<file path="config.mk">
export PLATFORM = sky130hd
export DESIGN_NAME = frac_div_sched
export DESIGN_NICKNAME = d
export VERILOG_FILES = /design/src/rtl/frac_div_pkg.sv /design/src/rtl/frac_div_accum.sv /design/src/rtl/frac_div_sched.sv
export SDC_FILE = /design/constraint.sdc
export NUM_CORES = 1
export LEC_CHECK = 0
export BUFFER_PORTS_ARGS = -buffer_cell sky130_fd_sc_hd__buf_2
export CAP_MARGIN = 40
export CORE_AREA = 2 2 75 148
export CTS_CLUSTER_SIZE = 30
export DETAILED_ROUTE_END_ITERATION = 12
export DIE_AREA = 0 0 77 150
export GPL_TIMING_DRIVEN = 0
export HOLD_SLACK_MARGIN = 0.06
export PLACE_DENSITY = 0.66
export SLEW_MARGIN = 20
export SYNTH_ARGS = -nofsm -noshare
export SYNTH_HDL_FRONTEND = slang
export SYNTH_SLANG_ARGS = --single-unit
</file>
<file path="constraint.sdc">
create_clock -name clk_in -period 8.9 [get_ports clk_in]
set_clock_uncertainty 0.2 [all_clocks]
set_input_delay 0.445 -clock clk_in [delete_from_list [all_inputs] [get_ports clk_in]]
set_output_delay 0.445 -clock clk_in [all_outputs]
set_load 0.02 [all_outputs]
</file>
<file path="src/rtl/frac_div_pkg.sv">
// Shared constants for the fractional clock divider: default width,
// scheduler state encoding and the configuration loaded at reset.
package frac_div_pkg;

    localparam int unsigned FD_W = 8;

    typedef enum logic {
        ST_IDLE = 1'b0,
        ST_RUN  = 1'b1
    } fd_state_t;

    localparam int unsigned RST_N   = 2;
    localparam int unsigned RST_NUM = 0;
    localparam int unsigned RST_DEN = 1;

endpackage

</file>
<file path="src/rtl/frac_div_accum.sv">
// Bresenham error accumulator: decides long/short for each period and
// keeps the running remainder.
module frac_div_accum
    import frac_div_pkg::*;
#(
    parameter int unsigned W = FD_W
) (
    input  logic         clk_in,
    input  logic         rst,
    input  logic [W-1:0] num,
    input  logic [W-1:0] den,
    input  logic         step,
    input  logic         clear,
    output logic         long_sel
);

    logic [W:0] acc_q;
    logic [W:0] acc_d;
    logic [W:0] acc_eff;
    logic [W:0] sum;

    // clear and step together start a fresh sequence with this step's decision
    always_comb begin
        acc_eff  = clear ? '0 : acc_q;
        sum      = acc_eff + {1'b0, num};
        long_sel = (sum >= {1'b0, den});
        acc_d    = acc_q;
        if (step) begin
            acc_d = long_sel ? (sum - {1'b0, den}) : sum;
        end else if (clear) begin
            acc_d = '0;
        end
    end

    always_ff @(posedge clk_in or posedge rst) begin
        if (rst) begin
            acc_q <= '0;
        end else begin
            acc_q <= acc_d;
        end
    end

endmodule

</file>
<file path="src/rtl/frac_div_sched.sv">
// Fractional clock divider: emits periods of N or N+1 cycles so that num of
// every den periods are long; configuration is double-buffered via a shadow.
module frac_div_sched
    import frac_div_pkg::*;
#(
    parameter int unsigned W = FD_W
) (
    input  logic         clk_in,
    input  logic         rst,
    input  logic         enable,
    input  logic         cfg_valid,
    output logic         cfg_ready,
    input  logic [W-1:0] cfg_int,
    input  logic [W-1:0] cfg_num,
    input  logic [W-1:0] cfg_den,
    output logic         cfg_err,
    output logic         clk_out,
    output logic         period_start,
    output logic         sel_long,
    output logic         active
);

    localparam logic [W:0] ONE = (W+1)'(1);

    fd_state_t    state_q;
    logic [W:0]   phase_q;
    logic [W:0]   plen_q;
    logic [W-1:0] n_q, num_q, den_q;
    logic [W-1:0] sh_n_q, sh_num_q, sh_den_q;
    logic         sh_full_q;
    logic         cfg_err_q, clk_out_q, period_start_q, sel_long_q, active_q;

    logic         last, apply, start, accept, cfg_bad, long_sel;
    logic [W-1:0] eff_n, eff_num, eff_den;
    logic [W:0]   plen_new;

    // a pending shadow replaces the active config right at the edge where the
    // next period is decided, so that decision already uses the new values
    always_comb begin
        last     = (state_q == ST_RUN) && (phase_q == plen_q - ONE);
        apply    = sh_full_q && ((state_q == ST_IDLE) || last);
        start    = enable && ((state_q == ST_IDLE) || last);
        eff_n    = apply ? sh_n_q   : n_q;
        eff_num  = apply ? sh_num_q : num_q;
        eff_den  = apply ? sh_den_q : den_q;
        plen_new = {1'b0, eff_n} + {{W{1'b0}}, long_sel};
        accept   = cfg_valid && !sh_full_q;
        cfg_bad  = (cfg_int < W'(2)) || (cfg_den == '0) || (cfg_num >= cfg_den);
    end

    frac_div_accum #(.W(W)) u_accum (
        .clk_in   (clk_in),
        .rst      (rst),
        .num      (eff_num),
        .den      (eff_den),
        .step     (start),
        .clear    (apply),
        .long_sel (long_sel)
    );

    always_ff @(posedge clk_in or posedge rst) begin
        if (rst) begin
            state_q        <= ST_IDLE;
            phase_q        <= '0;
            plen_q         <= (W+1)'(RST_N);
            n_q            <= W'(RST_N);
            num_q          <= W'(RST_NUM);
            den_q          <= W'(RST_DEN);
            sh_n_q         <= '0;
            sh_num_q       <= '0;
            sh_den_q       <= '0;
            sh_full_q      <= 1'b0;
            cfg_err_q      <= 1'b0;
            clk_out_q      <= 1'b0;
            period_start_q <= 1'b0;
            sel_long_q     <= 1'b0;
            active_q       <= 1'b0;
        end else begin
            cfg_err_q <= accept && cfg_bad;
            if (accept && !cfg_bad) begin
                sh_n_q    <= cfg_int;
                sh_num_q  <= cfg_num;
                sh_den_q  <= cfg_den;
                sh_full_q <= 1'b1;
            end
            if (apply) begin
                n_q       <= sh_n_q;
                num_q     <= sh_num_q;
                den_q     <= sh_den_q;
                sh_full_q <= 1'b0;
            end
            if (start) begin
                state_q        <= ST_RUN;
                phase_q        <= '0;
                plen_q         <= plen_new;
                clk_out_q      <= (plen_new >> 1) != '0;
                period_start_q <= 1'b1;
                sel_long_q     <= long_sel;
                active_q       <= 1'b1;
            end else if (last) begin
                state_q        <= ST_IDLE;
                phase_q        <= '0;
                clk_out_q      <= 1'b0;
                period_start_q <= 1'b0;
                sel_long_q     <= 1'b0;
                active_q       <= 1'b0;
            end else if (state_q == ST_RUN) begin
                phase_q        <= phase_q + ONE;
                clk_out_q      <= (phase_q + ONE) < (plen_q >> 1);
                period_start_q <= 1'b0;
            end
        end
    end

    assign cfg_ready    = !sh_full_q;
    assign cfg_err      = cfg_err_q;
    assign clk_out      = clk_out_q;
    assign period_start = period_start_q;
    assign sel_long     = sel_long_q;
    assign active       = active_q;

endmodule

</file>
# ---- Word level (Yosys, flattened, before mapping)
# Index checks and enable logic that the tools add are counted.
dict set report word_totals {
  mem_bits_rw 0
  ff_bits 81
  memories 0
  mem_bits_ro 0
  wordCells 62
  latchBits 0
  inputBits 28
  out_inout_bits 6
}
dict set report classes {
  bitwise_logic 1
  n_eq_ne 1
  shift 0
  mux 20
  n_reduce_logical 16
  n_div 0
  multipliers 0
  add_sub_neg 5
  magnitude_cmp 4
}
# operator n
set ops {}
lappend ops {{9-bit two-way mux} 6}
lappend ops {{8-bit two-way mux} 3}
lappend ops {{1-bit two-way mux} 11}
lappend ops {{8-bit by 1-bit adder with 9-bit output} 1}
lappend ops {{9-bit by 1-bit adder with 9-bit output (second input constant)} 1}
lappend ops {{9-bit by 8-bit adder with 9-bit output} 1}
lappend ops {{9-bit == test} 1}
lappend ops {{9-bit by 8-bit >= comparator with 1-bit output} 1}
lappend ops {{9-bit by 8-bit < comparator with 1-bit output} 1}
lappend ops {{9-bit nonzero test} 1}
lappend ops {{9-bit by 1-bit subtractor with 9-bit output (second input constant)} 1}
lappend ops {{9-bit by 8-bit subtractor with 9-bit output} 1}
lappend ops {{8-bit >= comparator} 1}
lappend ops {{8-bit zero test} 1}
lappend ops {{8-bit by 2-bit < comparator with 1-bit output (second input constant)} 1}
lappend ops {{1-bit logical AND} 6}
lappend ops {{2-bit nonzero test} 2}
lappend ops {{1-bit logical OR} 3}
lappend ops {{3-bit nonzero test} 1}
lappend ops {{1-bit zero test} 2}
lappend ops {{1-bit NOT} 1}

# ---- Longest topological paths before layout
# Gate-level depths: netlist of the first run.
dict set report depth {
  word_depth 11
  depth_mapped 32
  depth_no_buf 30
}

# ---- Hierarchy
# From an unflattened synthesis of the first run, not the netlist that was laid out.
dict set report unflattened {
  hier_cells 530
  hier_area_um2 5128.7
}
# module instances seq_area_each_um2 cells_each area_each_um2
set by_module_without_submodules {}
lappend by_module_without_submodules {frac_div_sched 1 1805.5 390 3921.3}
lappend by_module_without_submodules {frac_div_accum 1 225.2 140 1207.4}

# ---- Least setup slack after synthesis of the first run
# OpenSTA, ideal clock, no wires.
dict set report synth_path {
  kind {flip-flop to flip-flop}
  from {register plen_q[0]}
  to {register clk_out_q, in the netlist clk_out}
  synth_period_minus_slack_ns 6.838
  setup_slack_ns 2.062
  setup_ns 0.124
  required_ns 8.576
  n_path_buf 2
  stages_incl_launch_ff 32
  t_arrival_ns 6.514
  cell_sequence {dfrtp_1 > inv_1 > ha_1 > or3b_1 > o2111a_1 > a31oi_1 > a32oi_2 > nand3_2 > buf_2 > mux2_2 > ha_1 > a21o_1 > a21oi_1 > nor2b_1 > o21a_1 > o41ai_1 > xnor2_1 > ha_1 > nand4_1 > o21bai_1 > a21oi_1 > and2_1 > buf_1 > nand2_1 > ha_1 > ha_1 > nand3_1 > xnor2_1 > or4_1 > nor2_1 > o21ai_0 > o31a_1}
}
dict set report synth_via {
  elab_chain_cells 11
  word_cells_on_any_way 17
  classes_between {add/sub (3); order compare (1); eq/ne (1); mux (6); reduce/logical (6)}
}
# item line_no
set synth_lines {}
lappend synth_lines {{start, declared} frac_div_sched.sv:27} ;# logic [W:0] plen_q;
lappend synth_lines {{start signal, assigned} frac_div_sched.sv:65} ;# plen_q <= (W+1)'(RST_N);
lappend synth_lines {{start signal, assigned} frac_div_sched.sv:95} ;# plen_q <= plen_new;
lappend synth_lines {{9-bit by 1-bit subtractor with 9-bit output} frac_div_sched.sv:40} ;# last = (state_q == ST_RUN) && (phase_q == plen_q - ONE);
lappend synth_lines {{9-bit == test} frac_div_sched.sv:40}
lappend synth_lines {{1-bit logical AND} frac_div_sched.sv:40}
lappend synth_lines {{1-bit logical OR} frac_div_sched.sv:41} ;# apply = sh_full_q && ((state_q == ST_IDLE) || last);
lappend synth_lines {{1-bit logical AND} frac_div_sched.sv:41}
lappend synth_lines {{8-bit two-way mux} -}
lappend synth_lines {{via eff_num[1]} frac_div_sched.sv:34} ;# logic [W-1:0] eff_n, eff_num, eff_den;
lappend synth_lines {{9-bit by 8-bit adder with 9-bit output} frac_div_accum.sv:25} ;# sum = acc_eff + {1'b0, num};
lappend synth_lines {{9-bit by 8-bit >= comparator with 1-bit output} frac_div_accum.sv:26} ;# long_sel = (sum >= {1'b0, den});
lappend synth_lines {{8-bit by 1-bit adder with 9-bit output} frac_div_sched.sv:46} ;# plen_new = {1'b0, eff_n} + {{W{1'b0}}, long_sel};
lappend synth_lines {{9-bit nonzero test} frac_div_sched.sv:96} ;# clk_out_q <= (plen_new >> 1) != '0;
lappend synth_lines {{1-bit two-way mux} frac_div_sched.sv:92} ;# if (start) begin
lappend synth_lines {{end signal, assigned} frac_div_sched.sv:109} ;# clk_out_q <= (phase_q + ONE) < (plen_q >> 1);
lappend synth_lines {{end, declared} frac_div_sched.sv:31} ;# logic cfg_err_q, clk_out_q, period_start_q, sel_long_q, active_q;
# The timed path passes the listed nets, and every way through them passes these cells.
# A chain may end at the register's enable or synchronous reset.

# ---- Worst setup path after layout of the first run
# Ends and elaborated chain as after synthesis.

==> metrics.yaml, run 1 <==
yosys:
  ys_seq_area_share_pct: 40.1
  ys_types: 63
  synthesis.nets: 557
  ys.flop_type: "dfrtp_1"
  netlist_instances: 492
  syn_avg_cell_area_um2: 10.3
  synth_warnings: 0
  synth_area_leaders: "dfrtp_1, mux2_2, ha_1"
  syn_area_mm2: 0.00507
  synth_area_leader_cell: "dfrtp_1"
  ys_ff_latch: 81
  synthArstFlopShare_pct: 100
  synth_edf_count: 0
  synth_top_area_share_pct: 38.5
global_route:
  grt_busiest_layer: "met2"
  globalRouteMet1Util_pct: 22.5
  grt_pass1_vias: 4168
  met2_usage_pct: 44.8
  grt_overflow: 0
  antenna_found_initial: 0
  grt_first_pass_wirelength_um: 20500
  grt_max_degree: 44
  grtUsageTotal_pct: 23.1
  grt_util_met3_pct: 3.68
clock_network:
  cts_tree: "built"
  clkTransAtPathRegs_ps: 60
  cts_max_path_buffers: 2
  cts_hold_buffers: 1
  clockRootBuffer: "clkbuf_16"
  cts.sinks: 81
  cts_buffers: 9
  htree_levels: 3
  cts_resized: 0
  clock_latency_ps: 340
  cts_setup_buffers: 0
setup_path:
  cp-start-kind: "flop"
  critical_path_class: "flop to flop"
  slowest_stage: "or4_1"
  cp-end-kind: "flop"
  cp_common_cell: "ha_1"
  critical_path_arrival_ps: 8180
  cp_max_fo: 10
  slowest_delay_ps: 550
  worstPathRequired_ps: 8920
finish:
  area_growth_pct: 13.5
  fin_util_pct: 54.9
  nNetsFinal: 604
  n_antenna_cell: 0
  layout-drive-gt1-share_pct: 21.0
pwr:
  power_mw: 0.779
  p_comb_share_pct: 3.4
  peakVddDrop_v: 0.000126
  p_int_mw: 0.601
  p_switching_mw: 0.178
  pwr_density_cell_mw_per_mm2: 135
  clock_power_share_pct: 49.3
  p_sw_share_pct: 22.9
  pwr-share-seq_pct: 47.2
  p_leak_nw: 2.89
place:
  place_hpwl_um: 9620
  gp_congestion: 0.888
  numPortBuffers: 33
sta:
  setup_viol: 0
  max_freq_ghz: 0.123
  maxSlewHeadroom_pct: 50.9
  hold_ws_ps: 136
  tns_ps: 0
  drv_slew: 0
  tightest_slew_ps: 736
  period_share_pct: 91.6
  finalCriticalPeriod_ps: 8160
  rsz0062_at_grt: "false"
  hold_violations: 0
detailed_routing:
  antenna_left: 0
  wl_per_cell_um: 18.3
  routed_wl_um: 12500
  drtIter0Drc: 185
  vias_per_cell: 5.85
  drcViolationCount: 0
  num_vias: 3984
  drt_first_pass_iters: 4
floorplanning:
  core-area_mm2: 0.0105
  initial_core_util_pct: 48.4
  die_h_um: 150
  dieArea_mm2: 0.0116
  die_width_um: 77
  rows: 53
  pin_count: 34
worst_hold_path:
  hold_class: "primary input to flop"
outcome:
  status: "complete, no violations"
flow_run:
  drv_cap: 0
-- through the flow --
step           setup WS (ps)  std cells  instance area, µm²
2_1_floorplan           2060        492                5070
3_5_place_dp             799        664                5440
3_3_place_gp             949        662                5400
4_1_cts                  767        681                5750
5_1_grt                  147        681                5750
6_report                 743        681                5750
-- power groups by stage --
| stage | clock network [mW] | registers [mW] | logic, mW |
|---|---|---|---|
| after CTS | 0.392 | 0.368 | 0.0275 |
| final | 0.385 | 0.368 | 0.0267 |
| after floorplan | 0 | 0.375 | 0.0123 |
| after global placement | 0 | 0.375 | 0.0244 |
| after detailed placement | 0 | 0.375 | 0.0271 |
| after global routing | 0.410 | 0.368 | 0.0305 |
-- Yosys cell counts (10+ instances only) --
library cell and count:
nand2_1 24, xnor2_1 28, mux2i_1 10, and2_1 10, mux2_2 42, ha_1 35
xor2_1 11, nand3_1 13, dfrtp_1 78, inv_1 37, a21oi_1 20, nor2_1 27
o21ai_0 26
-- final timing paths --
path	startpoint	end	slack (ps)	depth (start not counted)
hold / removal	cfg_int[0]	sh_n_q[0]	140	2
setup / recovery	plen_q[0]	clk_out	740	31
max in group asynchronous	rst	plen_q[1]	7360	4
setup reg to reg	plen_q[0]	clk_out	740	31
hold reg to reg	period_start	period_start	280	1
min in group asynchronous	rst	sh_num_q[4]	480	3
-- critical path: cells and delay by family, from the launching register on --
| family | cells | cell delay [ps] |
|---|---|---|
| compound gates | 11 | 2390 |
| simple gates | 9 | 2060 |
| fa+ha+maj | 5 | 1420 |
| buf+inv | 3 | 810 |
| flops | 1 | 450 |
| mux | 1 | 420 |
| xor+xnor | 2 | 300 |
-- per-layer routing --
layer	up-vias	share of wire (%)
met1	1986	35
met3	33	2.2
met2	89	57
li1	1876	-
met4	0	5.0
met5	-	0
-- layout by cell type, fill, tap and decap left out, types with 10 or more instances in the layout --
master	Yosys	layout
nor2_1	27	27
mux2_2	42	42
xor2_1	11	11
xnor2_1	28	28
o21ai_0	26	26
and2_1	10	10
dfrtp_1	78	78
buf_2	6	39
ha_1	35	35
mux2i_1	10	10
a21oi_1	20	20
inv_1	37	36
nand2_1	24	24
nand3_1	13	13
-- flip-flops by register name, indices dropped and copies added (netlist names) --
signal         flops
cfg_err            1
clk_out            1
den_q              8
n_q                8
num_q              8
period_start       1
phase_q            9
plen_q             9
sel_long           1
sh_den_q           8
sh_full_q          1
sh_n_q             8
sh_num_q           8
state_q            1
u_accum.acc_q      9
-- cell families after synthesis --
logic type | after synthesis | share of synthesized area [%]
AOI/OAI and AO/OA | 112 | 15.6
xor gates and xnor gates | 41 | 7.38
adders and majority gates | 37 | 9.43
buffers and inverters | 53 | 4.22
DFF | 81 | 40.1
muxes | 52 | 11.3
and+or+nand+nor | 116 | 12.0
-- cell type report --
cell class	count	area (µm²)
Clock buffer	9	225
Fill cell	990	4730
Multi-Input combinational cell	358	2820
Inverter	37	141
Buffer	16	75.1
Timing Repair Buffer	36	205
Tap cell	137	171
Clock inverter	7	81.3
Sequential cell	81	2030
Power figures use the tool's default switching activity.
==> run 2: changes to the inputs <==
--- a/config.mk
+++ b/config.mk
@@ -5,12 +5,13 @@
 export SDC_FILE = /design/constraint.sdc
 export NUM_CORES = 1
 export LEC_CHECK = 0
+export ABC_AREA = 1
 export BUFFER_PORTS_ARGS = -buffer_cell sky130_fd_sc_hd__buf_2
 export CAP_MARGIN = 40
-export CORE_AREA = 2 2 75 148
+export CORE_AREA = 2 2 74 147
 export CTS_CLUSTER_SIZE = 30
 export DETAILED_ROUTE_END_ITERATION = 12
-export DIE_AREA = 0 0 77 150
+export DIE_AREA = 0 0 76 149
 export GPL_TIMING_DRIVEN = 0
 export HOLD_SLACK_MARGIN = 0.06
 export PLACE_DENSITY = 0.66
==> constraint.sdc (replaced) <==
create_clock -name clk_in -period 10.1 [get_ports clk_in]
set_clock_uncertainty 0.2 [all_clocks]
set_input_delay 0.505 -clock clk_in [delete_from_list [all_inputs] [get_ports clk_in]]
set_output_delay 0.505 -clock clk_in [all_outputs]
set_load 0.02 [all_outputs]
==> metrics.yaml, run 2 <==
clock_network:
  clock_latency_ps: 340  # about the same
  cts_tree: "built"  # unchanged
  cts.sinks: 81  # unchanged
  cts_buffers: 9  # unchanged
  htree_levels: 3  # unchanged
  clockRootBuffer: "clkbuf_16"  # unchanged
  cts_resized: 0  # unchanged
  clkTransAtPathRegs_ps: 60  # about the same
  cts_max_path_buffers: 2  # unchanged
sta:
  rsz0062_at_grt: "false"  # unchanged
  drv_slew: 0  # unchanged
  hold_ws_ps: 173  # was 136 ps
  maxSlewHeadroom_pct: 64.7  # was 50.9%
  tns_ps: 0  # unchanged
  fin_ws_ps: 3350  # was 743 ps
  period_share_pct: 66.8  # was 91.6%
  max_freq_ghz: 0.148  # was 0.123 GHz
  setup_viol: 0  # unchanged
  hold_violations: 0  # unchanged
  finalCriticalPeriod_ps: 6750  # was 8160 ps
  tightest_slew_ps: 523  # was 736 ps
yosys:
  ys_seq_area_share_pct: 40.8  # was 40.1%
  synth_edf_count: 0  # unchanged
  synth_area_leaders: "dfrtp_1, nand2_1, ha_1"  # was dfrtp_1, mux2_2, ha_1
  synth_area_leader_cell: "dfrtp_1"  # unchanged
  ys_types: 40  # was 63
  syn_area_mm2: 0.00498  # was 0.00507 mm²
  synthArstFlopShare_pct: 100  # unchanged
  ys_ff_latch: 81  # unchanged
  ys.flop_type: "dfrtp_1"  # unchanged
  syn_avg_cell_area_um2: 7.79  # was 10.3 µm²
  synthesis.nets: 704  # was 557
  netlist_instances: 639  # was 492
  synth_top_area_share_pct: 39.2  # was 38.5%
  yosysMostFrequentCell: "nand2_1"  # was dfrtp_1
  synth_commonest_cells: "nand2_1, inv_1, dfrtp_1, nor2_1, o21ai_0"  # was dfrtp_1, mux2_2, inv_1, ha_1, xnor2_1
  synth_warnings: 0  # unchanged
place:
  numPortBuffers: 33  # unchanged
  dp_slack_ps: 3420  # was 799 ps
  placed_area_mm2: 0.00534  # was 0.00544 mm²
  gp_congestion: 0.872  # was 0.888
  place_hpwl_um: 8370  # was 9620 µm
setup_path:
  cp_max_fo: 10  # unchanged
  critical_path_arrival_ps: 6780  # was 8180 ps
  critical_path_class: "flop to flop"  # unchanged
  critPathBufInv: 8  # was 3
  slowest_stage: "dfstp_2"  # was or4_1
  slowest_delay_ps: 560  # was 550 ps
  cp_common_cell: "nand2_1"  # was ha_1
  cp-start-kind: "flop"  # unchanged
  worstPathRequired_ps: 10130  # was 8920 ps
  cp-end-kind: "flop"  # unchanged
  cpLargestDelayFamily: "simple AND/OR/NAND/NOR gates"  # was compound AO/OA/AOI/OAI gates
global_route:
  antenna_found_initial: 0  # unchanged
  grt_first_pass_wirelength_um: 18900  # was 20500 µm
  grt_overflow: 0  # unchanged
  grt_max_degree: 58  # was 44
  grt_pass1_vias: 3960  # was 4168
  grtUsageTotal_pct: 21.0  # was 23.1%
detailed_routing:
  vias_per_cell: 5.03  # was 5.85
  drt_first_pass_iters: 5  # was 4
  num_vias: 4158  # was 3984
  routed_wl_um: 11100  # was 12500 µm
  antenna_left: 0  # unchanged
  wl_per_cell_um: 13.4  # was 18.3 µm
  drtIter0Drc: 283  # was 185
  drcViolationCount: 0  # unchanged
finish:
  final_cell_mix: "nand2_1, inv_1, dfrtp_1, nor2_1, o21ai_0"  # was dfrtp_1, mux2_2, buf_2, inv_1, ha_1
  area_growth_pct: 14.2  # was 13.5%
  fin_area_mm2: 0.00568  # was 0.00575 mm²
  n_antenna_cell: 0  # unchanged
  layout-drive-gt1-share_pct: 13.5  # was 21.0%
  reg_top3: "phase_q (9), plen_q (9), u_accum.acc_q (9)"  # unchanged
  nNetsFinal: 750  # was 604
  fillerInstances: 953  # was 990
  layout_commonest_cell: "nand2_1"  # was dfrtp_1
floorplanning:
  pin_count: 34  # unchanged
  die_h_um: 149  # was 150 µm
  rows: 53  # unchanged
  core-area_mm2: 0.0103  # was 0.0105 mm²
  initial_core_util_pct: 48.4  # about the same
  die_width_um: 76  # was 77 µm
  dieArea_mm2: 0.0113  # was 0.0116 mm²
pwr:
  power_mw: 2.09  # was 0.779 mW
  pwr_density_cell_mw_per_mm2: 368  # was 135 mW/mm²
  peakVddDrop_v: 0.000240  # was 0.000126 V
  p_leak_nw: 3.04  # was 2.89 nW
flow_run:
  drv_cap: 0  # unchanged
outcome:
  status: "complete, no violations"  # unchanged
worst_hold_path:
  hold_class: "primary input to flop"  # unchanged
-- run 2: changes by cell type after synthesis, sizes merged, moves of 22 or more --
cell | before | now
nor2 | 27 | 60
nand2 | 24 | 155
nand3 | 14 | 42
mux2 | 42 | 0
xnor2 | 29 | 7
inv | 37 | 98
-- run 2: worst paths after layout --
check | to | cells after the start | start | slack [ps]
min reg2reg | period_start | 2 | period_start | 290
min in group asynchronous | clk_out | 3 | rst | 490
max reg2reg | clk_out | 42 | plen_q[1] | 3350
max | clk_out | 42 | plen_q[1] | 3350
max in group asynchronous | den_q[0] | 4 | rst | 8570
min | phase_q[4] | 2 | enable | 170
-- run 2: report_power, final --
group	internal (mW)	leakage (nW)	switching, mW
sequential	0.474	0.982	0.0851
combinational	0.463	1.90	0.712
clock	0.229	0.162	0.128
total	1.17	3.04	0.926
-- run 2: worst register-to-register path, delay by kind of cell, from the launching register on --
kind            cells  cell delay, ps
simple gates       22            1970
fa+ha+maj           6            1740
xor+xnor            1             230
buf+inv             8            1050
compound gates      5             910
flops               1             560
-- run 2: metrics by stage --
step,std cells,util [%]
after global routing,827,55.3
after floorplan,639,-
after global placement,809,51.7
after CTS,827,55.3
final,827,55.3
after detailed placement,810,52.0
-- run 2: layout make-up --
| type | count | area [µm²] | area share, % |
|---|---|---|---|
| inverters | 98 | 370 | 6.52 |
| clock buffers | 11 | 253 | 4.45 |
| clock inverters | 5 | 77.6 | 1.36 |
| flip-flops and latches | 81 | 2030 | 35.7 |
| well taps | 137 | 171 | 3.02 |
| repair buffers | 35 | 203 | 3.57 |
| plain buffers | 16 | 80.1 | 1.41 |
| multi-input cells | 444 | 2500 | 44.0 |
-- run 2: kinds of logic (layout without fill, tap and decap cells) --
logic type,after synthesis,in the layout,synth area share [%]
AND/OR/NAND/NOR,277,277,24.3
buffers and inverters,114,165,9.00
AO/OA/AOI/OAI,112,112,12.9
flip-flops,81,81,40.8
adder cells (fa/ha/maj),37,37,9.60
XOR/XNOR,18,18,3.32
-- run 2: what timing repair did --
action                    in CTS  in global routing
hold buffers                   1                  0
hold endpoints to repair      23                  0
buffers inserted               0                  0
-- run 2: routing by layer --
layer | vias to the layer above | share of wire [%] | track usage [%]
met4 | 0 | 2.2 | 8.27
met2 | 84 | 46 | 34.2
met1 | 1908 | 49 | 28.2
li1 | 2148 | - | -
met3 | 18 | 3.1 | 3.03
met5 | - | 0 | 0
==> run 3: changes to the inputs <==
--- a/config.mk
+++ b/config.mk
@@ -5,16 +5,16 @@
 export SDC_FILE = /design/constraint.sdc
 export NUM_CORES = 1
 export LEC_CHECK = 0
-export ABC_AREA = 1
+export ABC_AREA = 0
 export BUFFER_PORTS_ARGS = -buffer_cell sky130_fd_sc_hd__buf_2
 export CAP_MARGIN = 40
-export CORE_AREA = 2 2 74 147
+export CORE_AREA = 2 2 75 148
 export CTS_CLUSTER_SIZE = 30
 export DETAILED_ROUTE_END_ITERATION = 12
-export DIE_AREA = 0 0 76 149
+export DIE_AREA = 0 0 77 150
 export GPL_TIMING_DRIVEN = 0
 export HOLD_SLACK_MARGIN = 0.06
-export PLACE_DENSITY = 0.66
+export PLACE_DENSITY = 0.69
 export SLEW_MARGIN = 20
 export SYNTH_ARGS = -nofsm -noshare
 export SYNTH_HDL_FRONTEND = slang
==> constraint.sdc (replaced) <==
create_clock -name clk_in -period 6.04 [get_ports clk_in]
set_clock_uncertainty 0.2 [all_clocks]
set_input_delay 0.302 -clock clk_in [delete_from_list [all_inputs] [get_ports clk_in]]
set_output_delay 0.302 -clock clk_in [all_outputs]
set_load 0.02 [all_outputs]
==> metrics.yaml, run 3 (synthesis results as in run 1) <==
worst_hold_path:
  hold_class: "primary input to flop"  # unchanged
detailed_routing:
  antenna_left: 0  # unchanged
  drtIter0Drc: 208  # was 283
  wl_per_cell_um: 18.4  # was 13.4 µm
  num_vias: 4141  # was 4158
  drt_first_pass_iters: 5  # unchanged
  route.met3.wl_um: 327  # was 346 µm
  met2_wirelength_um: 7860  # was 5120 µm
  m1WireLength_um: 4560  # was 5380 µm
  vias_per_cell: 5.69  # was 5.03
  drcViolationCount: 0  # unchanged
  top_layer: "met4"  # unchanged
  routed_wl_um: 13400  # was 11100 µm
setup_path:
  cp-end-kind: "flop"  # unchanged
  cp_common_cell: "ha_4"  # was nand2_1
  slowest_delay_ps: 500  # was 560 ps
  critical_path_class: "flop to flop"  # unchanged
  slowest_stage: "or4_4"  # was dfstp_2
  cp_max_fo: 6  # was 10
  cp-start-kind: "flop"  # unchanged
  worstPathRequired_ps: 6060  # was 10130 ps
  critical_path_arrival_ps: 6460  # was 6780 ps
floorplanning:
  dieArea_mm2: 0.0116  # was 0.0113 mm²
  die_h_um: 150  # was 149 µm
  rows: 53  # unchanged
  core-area_mm2: 0.0105  # was 0.0103 mm²
  initial_core_util_pct: 48.4  # about the same
  die_width_um: 77  # was 76 µm
  pin_count: 34  # unchanged
finish:
  layout_commonest_cell: "dfrtp_1"  # was nand2_1
  area_growth_pct: 27.6  # was 14.2%
  reg_top3: "phase_q (9), plen_q (9), u_accum.acc_q (9)"  # unchanged
  fin_util_pct: 61.7  # was 55.3%
  nNetsFinal: 651  # was 750
  final_cell_mix: "dfrtp_1, mux2_2, buf_2, inv_1, ha_1"  # was nand2_1, inv_1, dfrtp_1, nor2_1, o21ai_0
  n_antenna_cell: 0  # unchanged
  layout-drive-gt1-share_pct: 29.6  # was 13.5%
clock_network:
  htree_levels: 3  # unchanged
  clockRootBuffer: "clkbuf_16"  # unchanged
  clkTransAtPathRegs_ps: 60  # about the same
  cts.sinks: 81  # unchanged
  cts_max_path_buffers: 2  # unchanged
  clock_latency_ps: 340  # about the same
  cts_tree: "built"  # unchanged
  cts_buffers: 9  # unchanged
global_route:
  grt_max_degree: 45  # was 58
  grt_first_pass_wirelength_um: 21500  # was 18900 µm
  grt_overflow: 0  # unchanged
  grtUsageTotal_pct: 24.0  # was 21.0%
  grt_pass1_vias: 4450  # was 3960
  antenna_found_initial: 0  # unchanged
sta:
  rsz0062_at_grt: "true"  # was false
  hold_ws_ps: 61.9  # was 173 ps
  maxSlewHeadroom_pct: 46.9  # was 64.7%
  fin_ws_ps: -400  # was 3350 ps
  max_freq_ghz: 0.155  # was 0.148 GHz
  finalCriticalPeriod_ps: 6440  # was 6750 ps
  hold_violations: 0  # unchanged
  tightest_slew_ps: 797  # was 523 ps
  period_share_pct: 107  # was 66.8%
  setup_viol: 1  # was 0
  drv_slew: 0  # unchanged
outcome:
  status: "complete, but fails checks"  # was complete, no violations
  failed_checks: "setup timing"
pwr:
  peakVddDrop_v: 0.000207  # was 0.000240 V
  p_leak_nw: 3.13  # was 3.04 nW
  pwr_density_cell_mw_per_mm2: 171  # was 368 mW/mm²
place:
  place_hpwl_um: 9580  # was 8370 µm
  gp_congestion: 0.857  # was 0.872
  numPortBuffers: 33  # unchanged
flow_run:
  drv_cap: 0  # unchanged
==> run 3: cell types whose count changed in the layout (fill, tap and decap cells not counted), sizes merged, moves of 10 or more <==
cell and change:
nand3 -28, nor2 -33, mux2i +10, a21oi -15
nand2 -131, xnor2 +22, buf +25, inv -60
mux2 +42, o21ai -21, and2 +10, dlygate4sd3 +25
==> run 3: cell type report <==
type | instances | area, µm²
fillers | 869 | 4010
multi-input cells | 358 | 3110
flip-flops and latches | 81 | 2030
repair buffers | 85 | 639
clock buffers | 11 | 243
well taps | 137 | 171
inverters | 37 | 141
plain buffers | 14 | 88.8
clock inverters | 5 | 38.8
==> run 3: path summary, 6_finish.rpt <==
check,cells after the start,to,startpoint,slack (ps)
worst min-delay path,2,state_q,enable,60
min in group asynchronous,3,n_q[4],rst,340
worst max register to register,30,clk_out,plen_q[0],-400
worst min register to register,1,period_start,period_start,300
worst max-delay path,30,clk_out,plen_q[0],-400
max in group asynchronous,4,den_q[0],rst,4630
==> run 3: timing repair <==
item,CTS,global route
setup buffers,17,7
hold buffers,26,0
gates resized for setup,31,24
pin swaps,26,26
endpoints found under the setup margin,10,8
endpoints found under the hold margin,61,0
==> run 3: critical path, delay by kind of cell, from the launching register on <==
family,cells,cell delay [ps]
AOI/OAI and AO/OA,11,2100
xor gates and xnor gates,2,330
adders and majority gates,5,1050
buffers and inverters,2,210
DFF,1,430
muxes,1,320
and+or+nand+nor,9,1710
==> run 3: power breakdown <==
part           internal, mW  total, mW  switching (mW)
sequential            0.543      0.543               0
clock                 0.291      0.513           0.222
combinational        0.0256     0.0522          0.0266
==> run 3: stage by stage <==
| step | power (mW) | TNS [ps] | instance area, µm² | cells | setup slack [ps] |
|---|---|---|---|---|---|
| global placement | 0.589 | -4730 | 5450 | 662 | -1260 |
| CTS | 1.12 | -659 | 6290 | 723 | -570 |
| detailed placement | 0.592 | -5500 | 5480 | 664 | -1310 |
| finish | 1.11 | -400 | 6460 | 728 | -400 |
| global route | 1.15 | -748 | 6460 | 728 | -613 |
| floorplan | 0.571 | -404 | 5110 | 492 | -404 |
==> run 3: routing by layer <==
metal  track usage (%)  up-vias
li1                  -     1951
met1              23.6     2067
met2              46.0       88
met4              15.3        0
met3              3.44       35
met5                 0        -
